==> src/rtl/risc_v_lsu_if.sv <==
// Request/response handshake and word-memory port of the load/store unit.
// master = datapath and memory side, slave = the LSU itself.
interface risc_v_lsu_if #(
    parameter int DATA_WIDTH = 32,
    parameter int ADDR_WIDTH = 5
);
    logic                    req_valid;
    logic                    req_ready;
    logic                    req_write;
    logic [2:0]              req_funct3;
    logic [ADDR_WIDTH+1:0]   req_addr;
    logic [DATA_WIDTH-1:0]   req_wdata;
    logic                    resp_valid;
    logic [DATA_WIDTH-1:0]   resp_rdata;
    logic                    resp_err;
    logic [ADDR_WIDTH-1:0]   mem_addr;
    logic                    mem_write;
    logic [DATA_WIDTH-1:0]   mem_wdata;
    logic [DATA_WIDTH-1:0]   mem_rdata;

    modport master (
        output req_valid, req_write, req_funct3, req_addr, req_wdata, mem_rdata,
        input  req_ready, resp_valid, resp_rdata, resp_err, mem_addr, mem_write, mem_wdata
    );

    modport slave (
        input  req_valid, req_write, req_funct3, req_addr, req_wdata, mem_rdata,
        output req_ready, resp_valid, resp_rdata, resp_err, mem_addr, mem_write, mem_wdata
    );
endinterface

==> src/rtl/risc_v_lsu.sv <==
// RISC-V load/store unit in front of a word-only memory: alignment checks,
// load extension, and read-modify-write for byte/half stores.
module risc_v_lsu #(
    parameter int DATA_WIDTH = 32,
    parameter int ADDR_WIDTH = 5
) (
    input  logic          clk,
    input  logic          rst,
    risc_v_lsu_if.slave   bus
);
    localparam int BAW = ADDR_WIDTH + 2;

    typedef enum logic [1:0] {
        ST_IDLE = 2'd0,
        ST_RD   = 2'd1,
        ST_WR   = 2'd2,
        ST_RESP = 2'd3
    } state_e;

    state_e                  state_q;
    state_e                  state_d;
    logic                    write_q;
    logic [2:0]              funct3_q;
    logic [BAW-1:0]          addr_q;
    logic [DATA_WIDTH-1:0]   wdata_q;
    logic [DATA_WIDTH-1:0]   mem_wdata_q;
    logic [DATA_WIDTH-1:0]   resp_rdata_q;
    logic                    resp_err_q;
    logic                    accept_s;
    logic                    legal_s;
    logic                    is_sw_s;

    function automatic logic req_legal(input logic write, input logic [2:0] f3,
                                       input logic [1:0] off);
        logic ok_f3;
        logic ok_al;
        case (f3)
            3'b000: begin ok_f3 = 1'b1;   ok_al = 1'b1;           end
            3'b001: begin ok_f3 = 1'b1;   ok_al = ~off[0];        end
            3'b010: begin ok_f3 = 1'b1;   ok_al = (off == 2'b00); end
            3'b100: begin ok_f3 = ~write; ok_al = 1'b1;           end
            3'b101: begin ok_f3 = ~write; ok_al = ~off[0];        end
            default: begin ok_f3 = 1'b0;  ok_al = 1'b0;           end
        endcase
        return ok_f3 & ok_al;
    endfunction

    function automatic logic [31:0] load_extract(input logic [31:0] word,
                                                 input logic [2:0] f3,
                                                 input logic [1:0] off);
        logic [7:0]  b;
        logic [15:0] h;
        logic [31:0] r;
        b = word[{off, 3'b000} +: 8];
        h = off[1] ? word[31:16] : word[15:0];
        case (f3)
            3'b000:  r = {{24{b[7]}}, b};
            3'b001:  r = {{16{h[15]}}, h};
            3'b100:  r = {24'd0, b};
            3'b101:  r = {16'd0, h};
            default: r = word;
        endcase
        return r;
    endfunction

    function automatic logic [31:0] store_merge(input logic [31:0] word,
                                                input logic [31:0] wdata,
                                                input logic [2:0] f3,
                                                input logic [1:0] off);
        logic [31:0] r;
        r = word;
        case (f3)
            3'b000: r[{off, 3'b000} +: 8] = wdata[7:0];
            3'b001: begin
                if (off[1]) begin
                    r[31:16] = wdata[15:0];
                end else begin
                    r[15:0] = wdata[15:0];
                end
            end
            default: r = wdata;
        endcase
        return r;
    endfunction

    assign accept_s = (state_q == ST_IDLE) & bus.req_valid;
    assign legal_s  = req_legal(bus.req_write, bus.req_funct3, bus.req_addr[1:0]);
    assign is_sw_s  = bus.req_write & (bus.req_funct3 == 3'b010);

    // State register.
    always_ff @(posedge clk) begin
        if (rst) begin
            state_q <= ST_IDLE;
        end else begin
            state_q <= state_d;
        end
    end

    // Next-state decode; SW skips the read, sub-word stores read first.
    always_comb begin
        state_d = state_q;
        case (state_q)
            ST_IDLE: begin
                if (accept_s) begin
                    if (!legal_s) begin
                        state_d = ST_RESP;
                    end else if (is_sw_s) begin
                        state_d = ST_WR;
                    end else begin
                        state_d = ST_RD;
                    end
                end else begin
                    state_d = ST_IDLE;
                end
            end
            ST_RD:   state_d = write_q ? ST_WR : ST_RESP;
            ST_WR:   state_d = ST_RESP;
            ST_RESP: state_d = ST_IDLE;
            default: state_d = ST_IDLE;
        endcase
    end

    // Request latch, memory write data and held response registers.
    always_ff @(posedge clk) begin
        if (rst) begin
            write_q      <= 1'b0;
            funct3_q     <= 3'd0;
            addr_q       <= '0;
            wdata_q      <= '0;
            mem_wdata_q  <= '0;
            resp_rdata_q <= '0;
            resp_err_q   <= 1'b0;
        end else begin
            case (state_q)
                ST_IDLE: begin
                    if (accept_s) begin
                        write_q  <= bus.req_write;
                        funct3_q <= bus.req_funct3;
                        addr_q   <= bus.req_addr;
                        wdata_q  <= bus.req_wdata;
                        if (!legal_s) begin
                            resp_rdata_q <= '0;
                            resp_err_q   <= 1'b1;
                        end else if (is_sw_s) begin
                            mem_wdata_q  <= bus.req_wdata;
                        end
                    end
                end
                ST_RD: begin
                    if (write_q) begin
                        mem_wdata_q <= store_merge(bus.mem_rdata, wdata_q, funct3_q, addr_q[1:0]);
                    end else begin
                        resp_rdata_q <= load_extract(bus.mem_rdata, funct3_q, addr_q[1:0]);
                        resp_err_q   <= 1'b0;
                    end
                end
                ST_WR: begin
                    resp_rdata_q <= '0;
                    resp_err_q   <= 1'b0;
                end
                default: begin
                    resp_err_q <= resp_err_q;
                end
            endcase
        end
    end

    // Outputs decoded from the registered state only.
    always_comb begin
        bus.req_ready  = (state_q == ST_IDLE);
        bus.mem_write  = (state_q == ST_WR);
        bus.resp_valid = (state_q == ST_RESP);
        bus.mem_addr   = addr_q[BAW-1:2];
        bus.mem_wdata  = mem_wdata_q;
        bus.resp_rdata = resp_rdata_q;
        bus.resp_err   = resp_err_q;
    end
endmodule

==> src/flat_wrapper.sv <==
// flat-port wrapper written by rule: the top's interface ports become plain ports
module risc_v_lsu_flat 
#(
    parameter int DATA_WIDTH = 32,
    parameter int ADDR_WIDTH = 5
)
  (clk, rst, bus_req_valid, bus_req_write, bus_req_funct3, bus_req_addr, bus_req_wdata, bus_mem_rdata, bus_req_ready, bus_resp_valid, bus_resp_rdata, bus_resp_err, bus_mem_addr, bus_mem_write, bus_mem_wdata);
  risc_v_lsu_if #(.DATA_WIDTH(DATA_WIDTH), .ADDR_WIDTH(ADDR_WIDTH)) bus_i ();
  input  logic clk;
  input  logic rst;
  input wire logic [$bits(bus_i.req_valid)-1:0] bus_req_valid;
  input wire logic [$bits(bus_i.req_write)-1:0] bus_req_write;
  input wire logic [$bits(bus_i.req_funct3)-1:0] bus_req_funct3;
  input wire logic [$bits(bus_i.req_addr)-1:0] bus_req_addr;
  input wire logic [$bits(bus_i.req_wdata)-1:0] bus_req_wdata;
  input wire logic [$bits(bus_i.mem_rdata)-1:0] bus_mem_rdata;
  output wire logic [$bits(bus_i.req_ready)-1:0] bus_req_ready;
  output wire logic [$bits(bus_i.resp_valid)-1:0] bus_resp_valid;
  output wire logic [$bits(bus_i.resp_rdata)-1:0] bus_resp_rdata;
  output wire logic [$bits(bus_i.resp_err)-1:0] bus_resp_err;
  output wire logic [$bits(bus_i.mem_addr)-1:0] bus_mem_addr;
  output wire logic [$bits(bus_i.mem_write)-1:0] bus_mem_write;
  output wire logic [$bits(bus_i.mem_wdata)-1:0] bus_mem_wdata;
  assign bus_i.req_valid = bus_req_valid;
  assign bus_i.req_write = bus_req_write;
  assign bus_i.req_funct3 = bus_req_funct3;
  assign bus_i.req_addr = bus_req_addr;
  assign bus_i.req_wdata = bus_req_wdata;
  assign bus_i.mem_rdata = bus_mem_rdata;
  assign bus_req_ready = bus_i.req_ready;
  assign bus_resp_valid = bus_i.resp_valid;
  assign bus_resp_rdata = bus_i.resp_rdata;
  assign bus_resp_err = bus_i.resp_err;
  assign bus_mem_addr = bus_i.mem_addr;
  assign bus_mem_write = bus_i.mem_write;
  assign bus_mem_wdata = bus_i.mem_wdata;
  risc_v_lsu #(.DATA_WIDTH(DATA_WIDTH), .ADDR_WIDTH(ADDR_WIDTH)) u_core (.clk(clk), .rst(rst), .bus(bus_i));
endmodule
==> config.mk <==
export PLATFORM = sky130hd
export DESIGN_NAME = risc_v_lsu_flat
export DESIGN_NICKNAME = d
export VERILOG_FILES = /design/src/rtl/risc_v_lsu_if.sv /design/src/rtl/risc_v_lsu.sv /design/src/flat_wrapper.sv
export SDC_FILE = /design/constraint.sdc
export NUM_CORES = 1
export LEC_CHECK = 0
export ABC_AREA = 1
export BUFFER_PORTS_ARGS = -buffer_cell sky130_fd_sc_hd__clkbuf_2
export CAP_MARGIN = 20
export CORE_ASPECT_RATIO = 2
export CORE_UTILIZATION = 35
export CTS_BUF_LIST = sky130_fd_sc_hd__clkbuf_2
export CTS_CLUSTER_SIZE = 25
export DETAILED_ROUTE_END_ITERATION = 8
export HOLD_SLACK_MARGIN = 0.12
export PLACE_DENSITY = 0.67
export RECOVER_POWER = 50
export SETUP_SLACK_MARGIN = 0.02
export SLEW_MARGIN = 20
export SYNTH_ARGS = -nofsm -noshare
export SYNTH_HDL_FRONTEND = slang
export SYNTH_SLANG_ARGS = --single-unit
==> constraint.sdc <==
create_clock -name clk -period 2.5 [get_ports clk]
set_input_delay 0.125 -clock clk [delete_from_list [all_inputs] [get_ports clk]]
set_output_delay 0.125 -clock clk [all_outputs]
set_load 0.03 [all_outputs]
# Yosys cells after proc, flatten, opt, wreduce, memory -nomap -nowiden
# Cells that the tools add are included.
# word_totals
output_inout_bits	73
regBits	110
in_bits	78
elab_cells	72
# op_classes
n_mux	26
shifts	3
bitwise	5
n_eq_ne	16
n_addsub	1
n_reduce_logical	13
# ops
operator	count
2-to-1 mux 32 bit	7
one-hot mux 32 bit (2 select lines)	2
one-hot mux 32 bit (4 select lines)	1
one-hot mux 32 bit (3 select lines)	1
2-to-1 mux 16 bit	3
bitwise mux 32 bit	1
variable shift 8 x 7 -> 32 bit (first input constant)	1
indexed part select 32 x 6 -> 8 bit	1
indexed part select 8 x 7 -> 32 bit	1
== test 3 bit (second input constant)	4
inequality test 2 x 1 -> 1 bit (second input constant)	4
one-hot mux 2 bit (4 select lines)	1
negator 5 -> 7 bit	1
== test 3 x 1 -> 1 bit (second input constant)	2
logical NOT 3 bit	2
2-to-1 mux 2 bit	3
one-hot mux 1 bit (3 select lines)	2
OR reduction 2 bit	3
AND reduction 5 bit	1
== test 2 bit (second input constant)	2
logical NOT 2 bit	2
2-to-1 mux 1 bit	4
inequality test 2 bit (second input constant)	2
AND reduction 4 bit	1
other kinds (9)	12

# Depth between registers and ports, before layout
# Gate-level depths: netlist of the first run.
# logic_depth
word_depth	7
mapped_depth	12
depth_no_buf	11

# Worst setup path before layout of the first run
# No wires, ideal clock.
# synth_path
kind	register to register
from	register u_core.state_q[0]
to	register u_core.mem_wdata_q[25], in the netlist u_core.bus.mem_wdata[25]
setup_time_ps	132
path_slack_ps	597
path_buffers	1
t_arrival_ps	1770
required_ps	2368
period_less_slack_ps	1903
stages_incl_launch_ff	11
cell_sequence	dfxtp_1 -> inv_1 -> ha_1 -> nand2_1 -> o21ai_1 -> nand2_1 -> a21oi_4 -> inv_2 -> buf_6 -> nand2_1 -> a21oi_1
# synth_between
elab_chain_cells	4
elab_cells_between_ends	10
classes_between	eq/ne (5); mux (1); bitwise (1); reduce/logical (3)
# synth_lines
element	line	text
start, declared	risc_v_lsu.sv:20	state_e state_q;
start signal, assigned	risc_v_lsu.sv:95	state_q <= state_d;
logical NOT 2 bit *	-	
named net bus_req_ready	flat_wrapper.sv:17	output wire logic [$bits(bus_i.req_ready)-1:0] bus_req_ready;
AND 1 bit	risc_v_lsu.sv:86	assign accept_s = (state_q == ST_IDLE) & bus.req_valid;
inequality test 2 x 1 -> 1 bit (no source line)	-	
AND reduction 5 bit (no source line)	-	
end signal, assigned	risc_v_lsu.sv:145	mem_wdata_q <= bus.req_wdata;
end signal, assigned	risc_v_lsu.sv:151	mem_wdata_q <= store_merge(bus.mem_rdata, wdata_q, funct3_q, addr_q[1:0]);
end, declared	risc_v_lsu.sv:26	logic [DATA_WIDTH-1:0] mem_wdata_q;
# The timed path passes the listed nets; every way through them passes the cells marked *.
# A chain may end at the register's enable or synchronous reset.

# Worst setup path in the final report of the first run
# layout_path
from	register u_core.funct3_q[0]
to	register u_core.mem_wdata_q[17], in the netlist u_core.bus.mem_wdata[17]
# layout_between
elab_chain_cells	4
elab_cells_between_ends	5
classes_between	eq/ne (1); mux (3); reduce/logical (1)
# layout_lines
element	line	text
start, declared	risc_v_lsu.sv:23	logic [2:0] funct3_q;
start signal, assigned	risc_v_lsu.sv:138	funct3_q <= bus.req_funct3;
== test 3 x 1 -> 1 bit / logical NOT 3 bit (equally long branches)	risc_v_lsu.sv:72	case (f3)
one-hot mux 32 bit (2 select lines) *	risc_v_lsu.sv:72	
2-to-1 mux 32 bit *	risc_v_lsu.sv:150	if (write_q) begin
one-hot mux 32 bit (2 select lines) *	risc_v_lsu.sv:134	case (state_q)
# Every way passes the cells marked *; elsewhere a longest branch is shown, timed or not. The select of a mux whose other input is x is not followed.

==> results of run 1 <==
[layout by cell type, fill, tap and decap left out, drive strengths merged]
cell type / count
buf: 28
nand3: 101
ha: 9
nand2: 258
a21oi: 128
a211oi: 1
nor3: 2
o21ai: 131
o211ai: 2
dlygate4sd3: 112
clkinv: 3
diode: 2
nand4: 1
clkinvlp: 2
a31oi: 3
inv: 106
or2: 19
dfxtp: 110
clkbuf: 159
nor2: 179
[sequential cells by signal (all words and copies together), names as in the netlist]
register	cells
u_core.state_q	2
u_core.bus.resp_err	1
u_core.addr_q	7
u_core.write_q	1
u_core.wdata_q	32
u_core.funct3_q	3
u_core.bus.mem_wdata	32
u_core.bus.resp_rdata	32
[per-layer routing]
layer,GRT usage,up-vias,wire [um]
met5,0,-,0
met4,0.1702,0,1614
met3,0.02495,74,975
met2,0.5173,277,14440
met1,0.2864,3762,10120
li1,-,4049,-
[synthesized netlist by cell type]
library cell,count
a21oi_1,127
a211oi_1,1
nor2_2,1
nand3_1,100
inv_1,97
nand4_1,1
o211ai_1,2
clkbuf_1,45
o21ai_0,130
or2_2,19
nand3_2,1
buf_6,7
buf_1,1
dfxtp_1,110
buf_4,8
a21oi_4,1
nand2_2,2
nand2_1,255
nor3_1,2
buf_2,19
inv_2,6
a31oi_1,3
nand2_4,1
clkinv_1,1
nor2_1,178
o21ai_1,1
ha_1,9
[area by class of cell]
type                            count  area [um^2]  share of cell area
Inverter                          104        390.4             0.04404
Clock buffer                        9        45.04            0.005081
Sequential cell                   110         2203              0.2486
Multi-Input combinational cell    834         3775              0.4258
Timing Repair Buffer              290         2069              0.2335
Antenna cell                        2        5.005           0.0005646
Tap cell                          255        319.1             0.03599
Clock inverter                      7        57.56            0.006493
[metrics by stage]
| stage | area [um^2] | std cells | total power, mW |
|---|---|---|---|
| 2_1_floorplan | 6761 | 1128 | 3.655 |
| 3_3_place_gp | 7711 | 1481 | 4.334 |
| 3_5_place_dp | 7711 | 1481 | 4.340 |
| 4_1_cts | 8935 | 1609 | 5.328 |
| 5_1_grt | 8862 | 1610 | 5.626 |
| 6_report | 8865 | 1611 | 5.295 |
[where the power goes]
group          internal, mW  switching (mW)
clock network         0.147           0.667
logic                 0.786            1.57
registers              1.97           0.150
[worst max-delay path by stage]
stage | from | endpoint | slack (ns)
3_5_place_dp | u_core.state_q[0] | u_core.bus.resp_rdata[2] | 0.62
3_3_place_gp | u_core.addr_q[1] | u_core.bus.mem_wdata[15] | 0.61
5_1_grt | u_core.state_q[1] | u_core.bus.mem_wdata[17] | 0.03
2_1_floorplan | u_core.state_q[0] | u_core.bus.mem_wdata[25] | 0.60
4_1_cts | u_core.addr_q[1] | u_core.bus.mem_wdata[17] | 0.08
6_report | u_core.funct3_q[0] | u_core.bus.mem_wdata[17] | 0.11
[critical path, stage by stage, from the launching register on]
cell and delay (ns):
dfxtp_1 0.55, inv_2 0.17, nor2_2 0.19, nand2_1 0.12, buf_12 0.20, buf_4 0.20, nand3_1 0.07, nand3_1 0.09
nand3_1 0.08, a21oi_1 0.06, dlygate4sd3_1 0.57
[cells by family after synthesis]
kind of cell | share of synthesized area
AOI/OAI and AO/OA | 0.1995
adders and majority gates | 0.01665
buffers and inverters | 0.1179
DFF | 0.3257
and+or+nand+nor | 0.3403
[what timing repair did]
item	CTS	global route
hold endpoints to repair	109	0
hold buffers	112	0
setup buffers	0	0
gates resized for setup	0	6
setup endpoints to repair	0	9
==> impl_metrics.csv, run 1 <==
group,metric,value,unit
logic_synthesis,mappedNetlistNets,1215,
drt,drc,0,
drt,first_iter_violations,525,
global_route,grt_pass1_wl,41.33,mm
global_route,gr-total-overflow,0,
logic_synthesis,ys_ff_latch,110,
logic_synthesis,yosys_warnings,0,
timing,slew_headroom,0.6217,
cells_and_area,fill_cells,2085,
drt,vias_per_cell,5.066,
min_path,whs_path_depth,4,
worst_setup_path,worst_setup_path_start_kind,"flop",
die,pin_count,151,
worst_setup_path,cp-end-kind,"flop",
logic_synthesis,synth_seq_area_share,0.3257,
placement,place_congestion,1.019,
clock_network,cts_sinks,110,
timing,rsz0062_at_grt,"false",
logic_synthesis,synth_top_cell_area_share,0.3257,
min_path,worstHoldEndpoint,"u_core.wdata_q[16]",
timing,hold_viol_final,0,
die,core_area,0.01883,mm^2
drt,drt_wl_total,27.16,mm
cells_and_area,drive_gt1_frac,0.1167,
clock_network,cts.path.max_buffers,2,
worst_setup_path,crit_type,"reg2reg",
flow_run,cap_viol_max_count,0,
cells_and_area,nets,1436,
logic_synthesis,synth_area_per_cell,5.994,um^2
timing,timing.final.ws_setup,0.1063,ns
timing,setup_viol,0,
worst_setup_path,cp_max_fo,50,
drt,wl_per_cell,16.86,um
drt,drtPass1Iterations,5,
clock_network,cts_tree,"done",
logic_synthesis,synthCells,1128,
worst_setup_path,crit_required,3.09,ns
drt,drtAntennaViolNets,0,
global_route,grt_usage,0.2747,
global_route,grt_max_degree,96,
clock_network,htreeDepth,3,
worst_setup_path,arrival,2.99,ns
die,start_util,0.3590,
power,peakVddDrop,0.3399,mV
outcome,status,"finished, final reports clean",
worst_setup_path,ff2ff_setup_slack,0.11,ns
logic_synthesis,synth_top_cell_by_area,"dfxtp_1",
die,die_h,198.6,um
min_path,hp-start,"bus_req_wdata[16]",
clock_network,worstSkewPairLatency,0.67,ns
die,die_w,100.3,um
die,dieArea,0.01991,mm^2
placement,dp_slack,0.6160,ns
drt,vias,8162,
timing,fin_setup_tns,0,ns
clock_network,clk_pin_slew,0.33,ns
clock_network,clockRootBuffer,"clkbuf_2",
logic_synthesis,synth_area_leaders,"dfxtp_1 33%, nand2_1 14%, nor2_1 9.9%, o21ai_0 9.6%, a21oi_1 9.4%",
worst_setup_path,r2r-start,"u_core.funct3_q[0]",
cells_and_area,area_growth,31.11,%
timing,worst_pin_slew,0.5615,ns
placement,portBuffers,150,
power,leakagePower,3.796,nW
die,rows,71,
timing,fmax,417.8,MHz
logic_synthesis,syn_area,0.006761,mm^2
power,power_density,597.4,mW/mm^2
worst_setup_path,rr_endpoint,"u_core.bus.mem_wdata[17]",
cells_and_area,fin_util,0.4707,
logic_synthesis,synth.distinct_cells,27,
placement,post-dp-hpwl,19.84,mm
timing,slew_viol_final,0,
timing,fin_hold_ws,0.1861,ns
global_route,antenna_found_initial,1,
timing,min_period,2.394,ns
worst_setup_path,reg2reg_depth,10,
global_route,first_global_vias,7796,
timing,finalCritPeriodShare,0.9575,
clock_network,cts_inserted_buffers,9,
min_path,worstHoldPathType,"in2reg",
timing,finalClockSkew,0.03297,ns
Note: power is estimated with default switching activity, not from simulation.
==> inputs of run 2 (changes only) <==
Settings changed: CTS_BUF_LIST sky130_fd_sc_hd__clkbuf_2 to sky130_fd_sc_hd__clkbuf_8.
Clock period 2.5 ns to 2.76 ns, I/O delays scaled along.
==> impl_metrics.csv, run 2 (synthesis gave the netlist of run 1 again) <==
group,metric,value,unit
outcome,status,"finished, final reports clean",
timing,setup_viol,0,
worst_setup_path,cp_max_fo,16,
clock_network,cts_sinks,110,
timing,finalCritPeriodShare,0.8955,
drt,wl_per_cell,17.54,um
global_route,grt_usage,0.2734,
timing,hold_viol_final,0,
timing,worst_pin_slew,0.9788,ns
placement,post-dp-hpwl,19.74,mm
cells_and_area,diodes,0,
timing,fmax,404.6,MHz
die,core_area,0.01883,mm^2
worst_setup_path,cpMaxStageDelayCell,"dfxtp_1",
timing,min_period,2.472,ns
worst_setup_path,crit_chain,"inv_1, ha_1, nand2_1, o21ai_0, nand2_1, nand3_1, nand3_1, a21oi_1",
min_path,worstHoldPathType,"in2reg",
drt,first_iter_violations,462,
global_route,grt_pass1_wl,40.61,mm
worst_setup_path,r2r-start,"u_core.addr_q[0]",
drt,vias_per_cell,5.097,
timing,slew_headroom,0.3475,
timing,fin_setup_tns,0,ns
worst_setup_path,crit_required,3.09,ns
cells_and_area,area_growth,20.73,%
cells_and_area,drive_gt1_frac,0.1125,
timing,slew_viol_final,0,
cells_and_area,regArea,0.002203,mm^2
cells_and_area,layout_common_cells,"255 x nand2_1, 178 x nor2_1, 130 x o21ai_0, 127 x a21oi_1, 109 x dfxtp_1",
placement,place_congestion,0.9760,
power,peakVddDrop,0.2373,mV
power,finalPower,4.890,mW
cells_and_area,nets,1362,
timing,rsz0062_at_grt,"false",
worst_setup_path,arrival,2.81,ns
worst_setup_path,worst-path-buf-inv,1,
clock_network,cts.path.max_buffers,2,
clock_network,clk_pin_slew,0.11,ns
clock_network,clockRootBuffer,"clkbuf_8",
drt,drt_wl_total,26.92,mm
clock_network,htreeDepth,3,
power,power_density,599.1,mW/mm^2
cells_and_area,fill_cells,2137,
placement,placed_area,0.007594,mm^2
global_route,antenna_found_initial,0,
die,rows,71,
die,dieArea,0.01991,mm^2
global_route,first_global_vias,7232,
cells_and_area,final_common_cell,"nand2_1",
worst_setup_path,worst_setup_path_start_kind,"flop",
clock_network,cts_tree,"done",
drt,drtPass1Iterations,7,
global_route,grt_max_degree,80,
cells_and_area,multi_input_area,0.003762,mm^2
flow_run,cap_viol_max_count,0,
power,leakagePower,3.480,nW
worst_setup_path,crit_type,"reg2reg",
worst_setup_path,critPathMaxStageDelay,0.69,ns
drt,vias,7824,
drt,drc,0,
clock_network,cts_inserted_buffers,9,
min_path,hp-start,"bus_mem_rdata[21]",
placement,portBuffers,150,
cells_and_area,final_cell_area,0.008163,mm^2
die,pin_count,151,
clock_network,worstSkewPairLatency,0.42,ns
worst_setup_path,worstSetupStartpoint,"u_core.addr_q[0]",
clock_network,post_cts_buffers,0,
timing,finalClockSkew,0.02015,ns
drt,drtAntennaViolNets,0,
worst_setup_path,cp_top_family,"flip-flops",
die,die_h,198.6,um
global_route,gr-total-overflow,0,
die,start_util,0.3590,
worst_setup_path,cp-end-kind,"flop",
die,die_w,100.3,um
run 2: cell type report:
| class | instances | area share |
|---|---|---|
| clock buffer | 11 | 0.01855 |
| sequential | 110 | 0.2699 |
| clock inverter | 5 | 0.005058 |
| inverter | 104 | 0.04782 |
| timing repair buffer | 216 | 0.1586 |
| multi-input combinational | 834 | 0.4609 |
| tap | 255 | 0.03909 |
run 2: power by group:
| part | internal (mW) | leakage [nW] | switching [mW] |
|---|---|---|---|
| clock | 0.385 | 0.0922 | 0.614 |
| sequential | 1.78 | 0.905 | 0.132 |
| combinational | 0.579 | 2.48 | 1.40 |
run 2: worst paths after layout:
path | endpoint | slack (ns) | cells after the start
worst min register to register | u_core.bus.mem_wdata[25] | 0.47 | 2
worst min-delay path | u_core.bus.resp_rdata[21] | 0.13 | 5
worst max register to register | u_core.bus.mem_wdata[21] | 0.29 | 8
worst max-delay path | u_core.bus.mem_wdata[21] | 0.29 | 8
run 2: what timing repair did:
item,4_1_cts,5_1_grt
hold buffers,47,0
hold endpoints to repair,63,0
resized for setup,0,0
run 2: metrics by stage:
step	std cells	utilization	hold slack, ns	setup WS, ns
after floorplan	1128	-	0.2858	0.8575
after global placement	1472	0.4032	0.3899	0.3908
after detailed placement	1472	0.4032	0.3894	0.3979
after CTS	1535	0.4384	0.1204	0.3680
after global routing	1535	0.4334	0.1490	0.09478
final	1535	0.4334	0.1297	0.2885
run 2: layer usage:
metal  share of wire  global-route usage  vias up
met3           0.046             0.02670       71
li1                -                   -     3884
met5               0                   0        -
met2            0.52              0.4916      297
met4           0.062              0.1787        0
met1            0.37              0.2999     3572
run 2: tightest hold or removal path, delay by kind of cell:
kind | cells | cell delay [ns]
AO/OA/AOI/OAI | 2 | 0.11
buffers and inverters | 2 | 0.19
AND/OR/NAND/NOR | 1 | 0.06
